==> src/rtl/alu_exec_unit.sv <==
// alu_exec_unit: execute-stage ALU with valid/ready handshakes on both sides.
//   Single-cycle codes (add/sub/and/or/slt) register their result on the
//   accept edge. Shift codes (sll/srl/sra) with a non-zero amount are
//   iterated one bit per cycle in a SHIFT state.
// Ports:
//   clk, rst            clock, synchronous active-high reset
//   in_valid/in_ready   operation handshake (alu_ctrl, src_a, src_b)
//   alu_ctrl            000 add, 001 sub, 010 and, 011 or, 101 slt,
//                       100 sll, 110 srl, 111 sra
//   src_a, src_b        operands; shift amount is src_b[SHW-1:0]
//   out_valid/out_ready result handshake
//   result, zero        registered result and (result == 0)
module alu_exec_unit #(
   parameter int WIDTH = 32,
   parameter int SHW   = $clog2(WIDTH)
) (
   input  logic             clk,
   input  logic             rst,
   input  logic             in_valid,
   output logic             in_ready,
   input  logic [2:0]       alu_ctrl,
   input  logic [WIDTH-1:0] src_a,
   input  logic [WIDTH-1:0] src_b,
   output logic             out_valid,
   input  logic             out_ready,
   output logic [WIDTH-1:0] result,
   output logic             zero
);

   typedef enum logic {IDLE, SHIFT} state_t;

   state_t           state_q, state_d;
   logic [SHW-1:0]   cnt_q, cnt_d;
   logic [WIDTH-1:0] work_q, work_d;
   logic [1:0]       sop_q, sop_d;     // alu_ctrl[1:0] of the running shift
   logic [WIDTH-1:0] result_q, result_d;
   logic             zero_q, zero_d;
   logic             out_valid_q, out_valid_d;

   logic             accept;
   logic             is_shift;
   logic [SHW-1:0]   shamt;
   logic [WIDTH-1:0] alu_val;
   logic [WIDTH-1:0] work_sh;

   // in_ready must not look at in_valid; only out_ready is a live input here.
   assign in_ready  = (state_q == IDLE) && (!out_valid_q || out_ready);
   assign accept    = in_valid && in_ready;
   assign is_shift  = alu_ctrl[2] && (alu_ctrl != 3'b101);
   assign shamt     = src_b[SHW-1:0];

   assign out_valid = out_valid_q;
   assign result    = result_q;
   assign zero      = zero_q;

   // One-cycle result; shift codes land here only with shamt == 0,
   // where the answer is src_a unchanged.
   always_comb begin
      alu_val = src_a;
      case (alu_ctrl)
         3'b000:  alu_val = src_a + src_b;
         3'b001:  alu_val = src_a - src_b;
         3'b010:  alu_val = src_a & src_b;
         3'b011:  alu_val = src_a | src_b;
         3'b101:  alu_val = {{(WIDTH-1){1'b0}}, ($signed(src_a) < $signed(src_b))};
         default: alu_val = src_a;
      endcase
   end

   // One bit position per SHIFT cycle.
   always_comb begin
      work_sh = work_q << 1;
      case (sop_q)
         2'b10:   work_sh = work_q >> 1;
         2'b11:   work_sh = {work_q[WIDTH-1], work_q[WIDTH-1:1]};
         default: work_sh = work_q << 1;
      endcase
   end

   always_comb begin
      state_d     = state_q;
      cnt_d       = cnt_q;
      work_d      = work_q;
      sop_d       = sop_q;
      result_d    = result_q;
      zero_d      = zero_q;
      out_valid_d = out_valid_q;

      if (out_valid_q && out_ready) out_valid_d = 1'b0;

      case (state_q)
         IDLE: begin
            if (accept) begin
               if (is_shift && (shamt != '0)) begin
                  state_d = SHIFT;
                  work_d  = src_a;
                  cnt_d   = shamt;
                  sop_d   = alu_ctrl[1:0];
               end else begin
                  result_d    = alu_val;
                  zero_d      = (alu_val == '0);
                  out_valid_d = 1'b1;
               end
            end
         end
         SHIFT: begin
            work_d = work_sh;
            cnt_d  = cnt_q - SHW'(1);
            if (cnt_q == SHW'(1)) begin
               result_d    = work_sh;
               zero_d      = (work_sh == '0);
               out_valid_d = 1'b1;
               state_d     = IDLE;
            end
         end
         default: state_d = IDLE;
      endcase
   end

   always_ff @(posedge clk) begin
      if (rst) begin
         state_q     <= IDLE;
         cnt_q       <= '0;
         work_q      <= '0;
         sop_q       <= '0;
         result_q    <= '0;
         zero_q      <= 1'b1;
         out_valid_q <= 1'b0;
      end else begin
         state_q     <= state_d;
         cnt_q       <= cnt_d;
         work_q      <= work_d;
         sop_q       <= sop_d;
         result_q    <= result_d;
         zero_q      <= zero_d;
         out_valid_q <= out_valid_d;
      end
   end

endmodule

==> config.mk <==
export PLATFORM = sky130hd
export DESIGN_NAME = alu_exec_unit
export DESIGN_NICKNAME = d
export VERILOG_FILES = /design/src/rtl/alu_exec_unit.sv
export SDC_FILE = /design/constraint.sdc
export NUM_CORES = 1
export LEC_CHECK = 0
export ABC_AREA = 1
export BUFFER_PORTS_ARGS = -buffer_cell sky130_fd_sc_hd__buf_2
export CAP_MARGIN = 20
export CELL_PAD_IN_SITES_DETAIL_PLACEMENT = 0
export CELL_PAD_IN_SITES_GLOBAL_PLACEMENT = 2
export CORE_ASPECT_RATIO = 0.75
export CORE_MARGIN = 2
export CORE_UTILIZATION = 28
export DETAILED_ROUTE_END_ITERATION = 12
export GPL_ROUTABILITY_DRIVEN = 1
export GPL_TIMING_DRIVEN = 0
export PLACE_DENSITY_LB_ADDON = 0.2
export SYNTH_ARGS = -nofsm -noshare
export SYNTH_HDL_FRONTEND = slang
export SYNTH_SLANG_ARGS = --single-unit
==> constraint.sdc <==
create_clock -name clk -period 2.2 [get_ports clk]
set_clock_uncertainty 0.05 [all_clocks]
set_input_delay 0.11 -clock clk [delete_from_list [all_inputs] [get_ports clk]]
set_output_delay 0.11 -clock clk [all_outputs]
set_load 0.05 [all_outputs]
# Yosys cells after proc, flatten, opt, wreduce, memory -nomap -nowiden
# Index checks and enable logic that the tools add are counted.
# classes
muxes,25
addsub,3
n_eq_ne,12
n_bitwise,3
n_reduce_logical,14
magnitude_cmp,1
# ops
op,n
$pmux W32 S2,3
$mux W32,5
$pmux W32 S5,1
$logic_not A32 Y1,2
$add A32 B32 Y32,1
$and A32 B32 Y32,1
$lt A32 B32 Y1,1
$or A32 B32 Y32,1
$sub A32 B32 Y32,1
$mux W1,10
$mux W5,2
$pmux W5 S2,1
$eq A3 B2 Y1 const B,2
$pmux W1 S2,3
$reduce_and A3 Y1,2
$eq A5 B1 Y1 const B,1
$logic_and A1 B1 Y1,5
$reduce_bool A5 Y1,1
$sub A5 B1 Y5 const B,1
$eq A2 B2 Y1 const B,2
$ne A2 B1 Y1 const B,2
$ne A2 B2 Y1 const B,2
$eq A3 B1 Y1 const B,1
$eq A3 B3 Y1 const B,1
6 further kinds,6
# totals
register_bits,74
inputBits,71
elab_cells,65
output_inout_bits,35

# Logic depth before layout (Yosys ltp)
# Gate-level depths: netlist of the first run.
# depth
ltp_word,6
mapped_depth,24
depth_no_buf,24

# Worst setup path after synthesis of the first run
# No wires, ideal clock.
# synth_timing
path_type,reg-to-reg
start,"register out_valid_q, in the netlist out_valid"
end,"register zero_q, in the netlist zero"
required_ps,2035
n_path_buf,1
setup_time_ps,115
path_slack_ps,-199
synth_period_minus_slack_ps,2399
path_stages_with_launch,10
t_arrival_ps,2233
path_cell_list,dfxtp_1 inv_1 nor2_1 nor2_1 nand3_1 a21oi_2 inv_1 buf_2 a21oi_1 nand2_1
# synth_via
elab_chain_cells,6
# synth_rtl
item,line_no,text
start: declaration,38,"logic out_valid_q, out_valid_d;"
start signal: assignment,136,out_valid_q <= out_valid_d;
$logic_not A1 Y1,47,assign in_ready = (state_q == IDLE) && (!out_valid_q || out_ready);
$logic_or A1 B1 Y1,47,
$logic_and A1 B1 Y1,47,
named net in_ready,20,"output logic in_ready,"
$logic_and A1 B1 Y1,48,assign accept = in_valid && in_ready;
$ne A2 B2 Y1 (no line),--,
$reduce_and A3 Y1 (no line),--,
end signal: assignment,135,zero_q <= zero_d;
end: declaration,37,"logic zero_q, zero_d;"
# The timed path passes the listed nets, and every way through them passes these cells.
# A chain may end at the register's enable or synchronous reset.

# Worst setup path after layout of the first run
# layout_timing
start,input port src_a[5]
end,"register zero_q, in the netlist zero"
# layout_via
elab_chain_cells,6
word_cells_on_any_way,10
cone_classes,add/sub: 2; order compare: 1; mux: 4; bitwise: 2; reduce/logical: 1
# layout_rtl
item,line_no,text
start: declaration,22,"input logic [WIDTH-1:0] src_a,"
$sub A32 B32 Y32 (tied with other cells),62,3'b001: alu_val = src_a - src_b;
$pmux W32 S5 (*),60,case (alu_ctrl)
$logic_not A32 Y1 (*),101,zero_d = (alu_val == '0);
$mux W1 (*),94,if (is_shift && (shamt != '0)) begin
$mux W1 (*),93,if (accept) begin
$pmux W1 S2 (*),91,case (state_q)
# Every way passes the cells marked *; elsewhere a longest branch is shown, timed or not. The select of a mux whose other input is x is not followed.

==> impl_metrics.env, run 1 <==
export IMPL_gr_total_overflow=0
export IMPL_cp_slowest_cell="ha_4"
export IMPL_grt_total_usage=0.264
export IMPL_port_buffers=104
export IMPL_critPathMaxFanout=7
export IMPL_worst_slew_pin_slew_ns=0.815
export IMPL_dieArea_um2=38400
export IMPL_fin_crit_ns=2.28
export IMPL_syn_avg_cell_area_um2=5.57
export IMPL_vias=12700
export IMPL_postRouteWirelength_mm=52.3
export IMPL_grt_pass1_wl_mm=74.6
export IMPL_crit_arrival_ns=2.47
export IMPL_holdWs_ns=0.0140
export IMPL_slowest_delay_ns=0.26
export IMPL_htree_levels=3
export IMPL_critPathLaunchType="input pin"
export IMPL_cts_sinks=74
export IMPL_yosysMostFrequentCell="nand2_1"
export IMPL_powerDensity_nw_per_um2=466
export IMPL_syn_area_um2=10300
export IMPL_grt_pass1_vias=11400
export IMPL_yosys_top_cells_area="nand2_1 (20%), dfxtp_1 (14%), ha_1 (14%)"
export IMPL_fp_dieW_um=226
export IMPL_worst_setup_path_end_kind="flop"
export IMPL_place_congestion=0.918
export IMPL_routed_via_density=5.05
export IMPL_fmax_mhz=438
export IMPL_critPathTopFamily="simple AND/OR/NAND/NOR gates"
export IMPL_crit_type="input pin to flop"
export IMPL_synth_cells=1851
export IMPL_nNetsFinal=2207
export IMPL_synth_top_area_share=0.197
export IMPL_post_dp_cell_area_um2=11500
export IMPL_area_delta_synth_final_pct=39.3
export IMPL_ir_worst_vdd_mv=0.354
export IMPL_drive_above_1_share=0.302
export IMPL_core_um2=36100
export IMPL_crit_buf_inv=5
export IMPL_ys_flop_type="dfxtp_1"
export IMPL_grt_max_degree=11
export IMPL_dr_pass1_iters=6
export IMPL_dpl_hpwl_mm=42.7
export IMPL_ys_seq_area_frac=0.144
export IMPL_ant_nets=0
export IMPL_route_detailed_drc=0
export IMPL_p_leak_uw=0.00706
export IMPL_synth_fp_nets=2037
export IMPL_cp_required_ns=2.39
export IMPL_clockRootBuffer="clkbuf_16"
export IMPL_initial_utilization=0.285
export IMPL_power_uw=6700
export IMPL_hp_class="input pin to flop"
export IMPL_violations="setup timing"
export IMPL_status="complete, but fails checks"
export IMPL_setup_slack_ns=-0.0838
export IMPL_ys_types=42
export IMPL_drt_initial_drc_count=1018
export IMPL_rsz0062_at_grt="true"
export IMPL_yosys_warnings=0
export IMPL_cts_buffers=9
export IMPL_fin_cells=2519
export IMPL_finalHoldViolCount=0
export IMPL_max_slew_margin=0.457
export IMPL_setup_viol=1
export IMPL_synthTopCellsByCount="nand2_1 (542), inv_1 (304), nand3_1 (183)"
export IMPL_rows=60
export IMPL_cap_violations=0
export IMPL_wl_per_cell_um=20.8
export IMPL_ys_ff_latch=74
export IMPL_cts_tree="built"
export IMPL_antenna_found_initial=0
export IMPL_fin_crit_sh=1.04
export IMPL_drv_slew=0
export IMPL_final_area_um2=14400
export IMPL_pin_count=106
export IMPL_clkTransAtPathRegs_ns=0.06
export IMPL_dp_cells=2451
export IMPL_clock_path_buffers=2
export IMPL_synth_area_leader_cell="nand2_1"
export IMPL_clock_latency_ns=0.34
export IMPL_synth_edf_count=0
export IMPL_cpMostUsedCell="nand2_1"
export IMPL_antenna_cells=0
export IMPL_synthArstFlopShare=0
export IMPL_die_h_um=170
==> cell type report <==
cell class | count | area (um^2)
fill | 4050 | 21800
multi-input combinational | 1392 | 9050
sequential | 74 | 1480
inverter | 311 | 1220
timing repair buffer | 160 | 1190
tap | 496 | 621
buffer | 73 | 551
clock buffer | 12 | 236
clock inverter | 1 | 5.00
==> layer usage <==
layer  vias to the layer above  global-route usage  routed length [um]
li1                       6243                   -                   -
met1                      6054               0.405               26500
met2                       384               0.399               22100
met3                        30              0.0385                3290
met4                         0              0.0245                 462
met5                         -                   0                   0
==> cell usage in the layout (no fill, tap or decap), types with 66 or more instances in the layout <==
cell	count
a21oi_1	100
buf_2	81
buf_4	66
dfxtp_1	73
ha_1	89
inv_1	244
nand2_1	431
nand2_2	79
nand3_1	140
nor2_1	123
==> cell families (layout without fill, tap and decap cells) <==
kind of cell    Yosys count  after routing  share of synthesized area
simple gates            986            986                      0.401
flops                    74             74                      0.144
fa+ha+maj               115            115                      0.141
buf+inv                 385            557                      0.148
mux                      22             22                     0.0214
compound gates          267            267                      0.143
xor+xnor                  2              2                    0.00170
==> where the power goes <==
| part | switching, uW | internal (uW) | total (uW) |
|---|---|---|---|
| combinational | 2570 | 1260 | 3840 |
| sequential | 97.6 | 1470 | 1570 |
| clock | 548 | 743 | 1290 |
| total | 3220 | 3480 | 6700 |
==> worst min-delay path, delay by kind of cell <==
kind	cells	cell delay, ns
simple gates	1	0.06
buf+inv	1	0.11
compound gates	1	0.07
==> sequential cells by signal, indices dropped and copies added, names as in the netlist <==
register / cells
result: 32
work_q: 32
cnt_q: 5
sop_q: 2
out_valid: 1
state_q: 1
zero: 1
==> final timing paths <==
check,from,depth (start not counted),slack (ns),end
max,src_a[5],25,-0.08,zero
min,src_a[20],3,0.01,work_q[20]
max reg2reg,sop_q[1],9,0.02,zero
min reg2reg,result[1],2,0.41,result[1]
==> what timing repair did <==
| item | 4_1_cts | 5_1_grt |
|---|---|---|
| hold buffers | 0 | 0 |
| pin swaps | 47 | 115 |
| gates resized for setup | 239 | 417 |
| buffers inserted | 17 | 36 |
| endpoints found under the hold margin | 0 | 0 |
| setup endpoints to repair | 67 | 68 |
| gates cloned | 0 | 3 |
==> through the flow <==
step,setup TNS [ns],utilization,setup slack [ns]
2_1_floorplan,0,-,0.0811
3_3_place_gp,-34.84,0.317,-1.16
3_5_place_dp,-33.49,0.317,-1.15
4_1_cts,-0.537,0.348,-0.193
5_1_grt,-0.514,0.398,-0.242
6_report,-0.0838,0.398,-0.0838
No activity file was read; power rests on OpenSTA's default activity.
==> run 2: changes to the inputs <==
--- a/config.mk
+++ b/config.mk
@@ -5,18 +5,18 @@
 export SDC_FILE = /design/constraint.sdc
 export NUM_CORES = 1
 export LEC_CHECK = 0
-export ABC_AREA = 1
 export BUFFER_PORTS_ARGS = -buffer_cell sky130_fd_sc_hd__buf_2
 export CAP_MARGIN = 20
 export CELL_PAD_IN_SITES_DETAIL_PLACEMENT = 0
 export CELL_PAD_IN_SITES_GLOBAL_PLACEMENT = 2
 export CORE_ASPECT_RATIO = 0.75
 export CORE_MARGIN = 2
-export CORE_UTILIZATION = 28
+export CORE_UTILIZATION = 32
 export DETAILED_ROUTE_END_ITERATION = 12
 export GPL_ROUTABILITY_DRIVEN = 1
 export GPL_TIMING_DRIVEN = 0
 export PLACE_DENSITY_LB_ADDON = 0.2
+export SETUP_SLACK_MARGIN = 0.15
 export SYNTH_ARGS = -nofsm -noshare
 export SYNTH_HDL_FRONTEND = slang
 export SYNTH_SLANG_ARGS = --single-unit
==> run 2 against run 1 <==
Compared with the run above: largest power group unchanged; via count fell by 9.3%; largest cell class unchanged; design area fell by 4.7%; critical path depth fell by 9; non-clock buffer count rose by 41; the flow still finishes with violations (setup timing).
==> impl_metrics.env, run 2 <==
export IMPL_hp_class="input pin to flop"
export IMPL_synthArstFlopShare=0
export IMPL_synth_cells=1348
export IMPL_fmax_mhz=317
export IMPL_rrSetupSlack_ns=-0.44
export IMPL_yosysMostFrequentCell="a21oi_1"
export IMPL_antenna_found_initial=0
export IMPL_critPathLaunchType="input pin"
export IMPL_crit_type="input pin to flop"
export IMPL_clock_path_buffers=2
export IMPL_grt_max_degree=12
export IMPL_dpl_hpwl_mm=39.5
export IMPL_ys_ff_latch=74
export IMPL_routed_via_density=5.94
export IMPL_htree_levels=3
export IMPL_ys_flop_type="dfxtp_1"
export IMPL_ys_seq_area_frac=0.152
export IMPL_worstReg2RegEnd="zero"
export IMPL_synth_edf_count=0
export IMPL_cap_violations=0
export IMPL_clock_latency_ns=0.34
export IMPL_synthTopCellsByCount="a21oi_1 (145), nor2_1 (138), nand2_1 (119)"
export IMPL_grt_pass1_vias=11100
export IMPL_cts_tree="built"
export IMPL_crit_arrival_ns=3.36
export IMPL_r2r_cells=11
export IMPL_postRouteWirelength_mm=50.2
export IMPL_ys_types=94
export IMPL_worstHoldPathCells=3
export IMPL_grt_pass1_wl_mm=74.0
export IMPL_fin_cells=1939
export IMPL_syn_avg_cell_area_um2=7.24
export IMPL_rows=55
export IMPL_max_slew_margin=0.331
export IMPL_setup_slack_ns=-0.953
export IMPL_ant_nets=0
export IMPL_route_detailed_drc=0
export IMPL_fill_cells=3068
export IMPL_clkTransAtPathRegs_ns=0.06
export IMPL_initial_utilization=0.324
export IMPL_yosys_top_cells_area="dfxtp_1 (15%), ha_1 (14%), a21oi_1 (7.4%)"
export IMPL_gr_total_overflow=0
export IMPL_dr_pass1_iters=5
export IMPL_cp_startpoint="src_b[10]"
export IMPL_syn_area_um2=9760
export IMPL_dieArea_um2=31900
export IMPL_wl_per_cell_um=25.9
export IMPL_nNetsFinal=1721
export IMPL_clockRootBuffer="clkbuf_16"
export IMPL_r2r_start="state_q"
export IMPL_critPathMaxFanout=4
export IMPL_status="complete, but fails checks"
export IMPL_violations="setup timing"
export IMPL_fin_crit_sh=1.43
export IMPL_cp_required_ns=2.41
export IMPL_worst_slew_pin_slew_ns=1.00
export IMPL_setup_viol=26
export IMPL_dp_cells=1851
export IMPL_cts_buffers=9
export IMPL_final_seq_area_um2=1480
export IMPL_fin_tns_setup_ns=-11.89
export IMPL_grt_total_usage=0.314
export IMPL_fp_dieW_um=206
export IMPL_yosys_warnings=0
export IMPL_pin_count=106
export IMPL_die_h_um=155
export IMPL_drive_above_1_share=0.349
export IMPL_worst_setup_path_end_kind="flop"
export IMPL_cts_sinks=74
export IMPL_core_um2=30100
export IMPL_layout_commonest_cell="nor2_1"
export IMPL_mostFrequentLayoutCells="nor2_1 (126), a21oi_1 (117), nand2_1 (113), ha_1 (93), buf_2 (83)"
export IMPL_post_place_ws_ns=-1.97
export IMPL_min_to="work_q[11]"
export IMPL_min_from="src_a[11]"
export IMPL_antenna_cells=0
export IMPL_synth_top_area_share=0.152
export IMPL_ir_worst_vdd_mv=0.348
export IMPL_port_buffers=103
export IMPL_rsz0062_at_grt="true"
export IMPL_fin_crit_ns=3.15
export IMPL_powerDensity_nw_per_um2=496
export IMPL_place_congestion=0.963
export IMPL_synth_fp_nets=1534
export IMPL_synth_area_leader_cell="dfxtp_1"
export IMPL_holdWs_ns=0.0178
export IMPL_drv_slew=0
export IMPL_p_leak_uw=0.00556
export IMPL_finalHoldViolCount=0
export IMPL_vias=11500
export IMPL_area_delta_synth_final_pct=40.3
export IMPL_drt_initial_drc_count=1215
export IMPL_multi_input_area_um2=8840
run 2: changes by cell type after synthesis, moves of 23 or more:
cell and change:
clkbuf_1 +31, buf_2 -26, xnor2_1 +24, nand2_1 -423
o211ai_1 +23, nor2_1 -42, nand3_1 -167, inv_1 -209
run 2: routing by layer:
metal,vias to the layer above,global-route usage,wire (um)
li1,5320,-,-
met2,469,0.451,20500
met5,-,0,0
met4,0,0.0624,934
met3,50,0.0526,4010
met1,5688,0.483,24700
run 2: through the flow:
stage | total power (uW) | util | cell area [um^2]
4_1_cts | 6530 | 0.437 | 13200
6_report | 6790 | 0.455 | 13700
2_1_floorplan | 3610 | - | 10400
3_3_place_gp | 4640 | 0.379 | 11400
3_5_place_dp | 4630 | 0.379 | 11400
5_1_grt | 7100 | 0.455 | 13700
run 2: report_power, final:
group          internal [uW]  switching, uW
combinational           1450           2340
sequential              1450            104
clock                    854            584
run 2: logic make-up after synthesis:
logic type,share of synthesized area
multiplexers,0.0417
adder cells (fa/ha/maj),0.149
flip-flops,0.152
AND/OR/NAND/NOR,0.196
AO/OA/AOI/OAI,0.344
XOR/XNOR,0.0242
buffers and inverters,0.0935
run 2: how the worst max path moves through the flow:
stage	end	slack, ns	depth (start not counted)
after floorplan	zero	-0.62	14
after CTS	zero	-0.98	15
final	zero	-0.95	16
after global routing	zero	-1.01	17
after global placement	zero	-2.17	15
after detailed placement	zero	-1.97	16
run 2: critical path, stage by stage:
cell,delay (ns)
buf_4,0.13
inv_4,0.06
ha_4,0.19
buf_6,0.12
nor4_4,0.35
o21ai_1,0.23
a31oi_4,0.41
o31ai_4,0.17
a31oi_4,0.28
buf_4,0.18
o21ai_2,0.06
and3_1,0.17
a211o_1,0.30
a211oi_1,0.19
o2111ai_1,0.15
o31ai_2,0.24
run 2: what timing repair did:
item,4_1_cts,5_1_grt
gates resized for setup,264,107
pin swaps,91,60
setup endpoints to repair,74,60
hold buffers,3,0
buffers inserted,54,15
gates cloned,0,0
endpoints found under the hold margin,11,0
run 2: area by class of cell:
type | instances | area share
flip-flops and latches | 74 | 0.108
repair buffers | 176 | 0.0996
plain buffers | 98 | 0.0569
multi-input cells | 1079 | 0.646
clock buffers | 14 | 0.0200
inverters | 97 | 0.0323
clock inverters | 2 | 0.000731
well taps | 399 | 0.0365
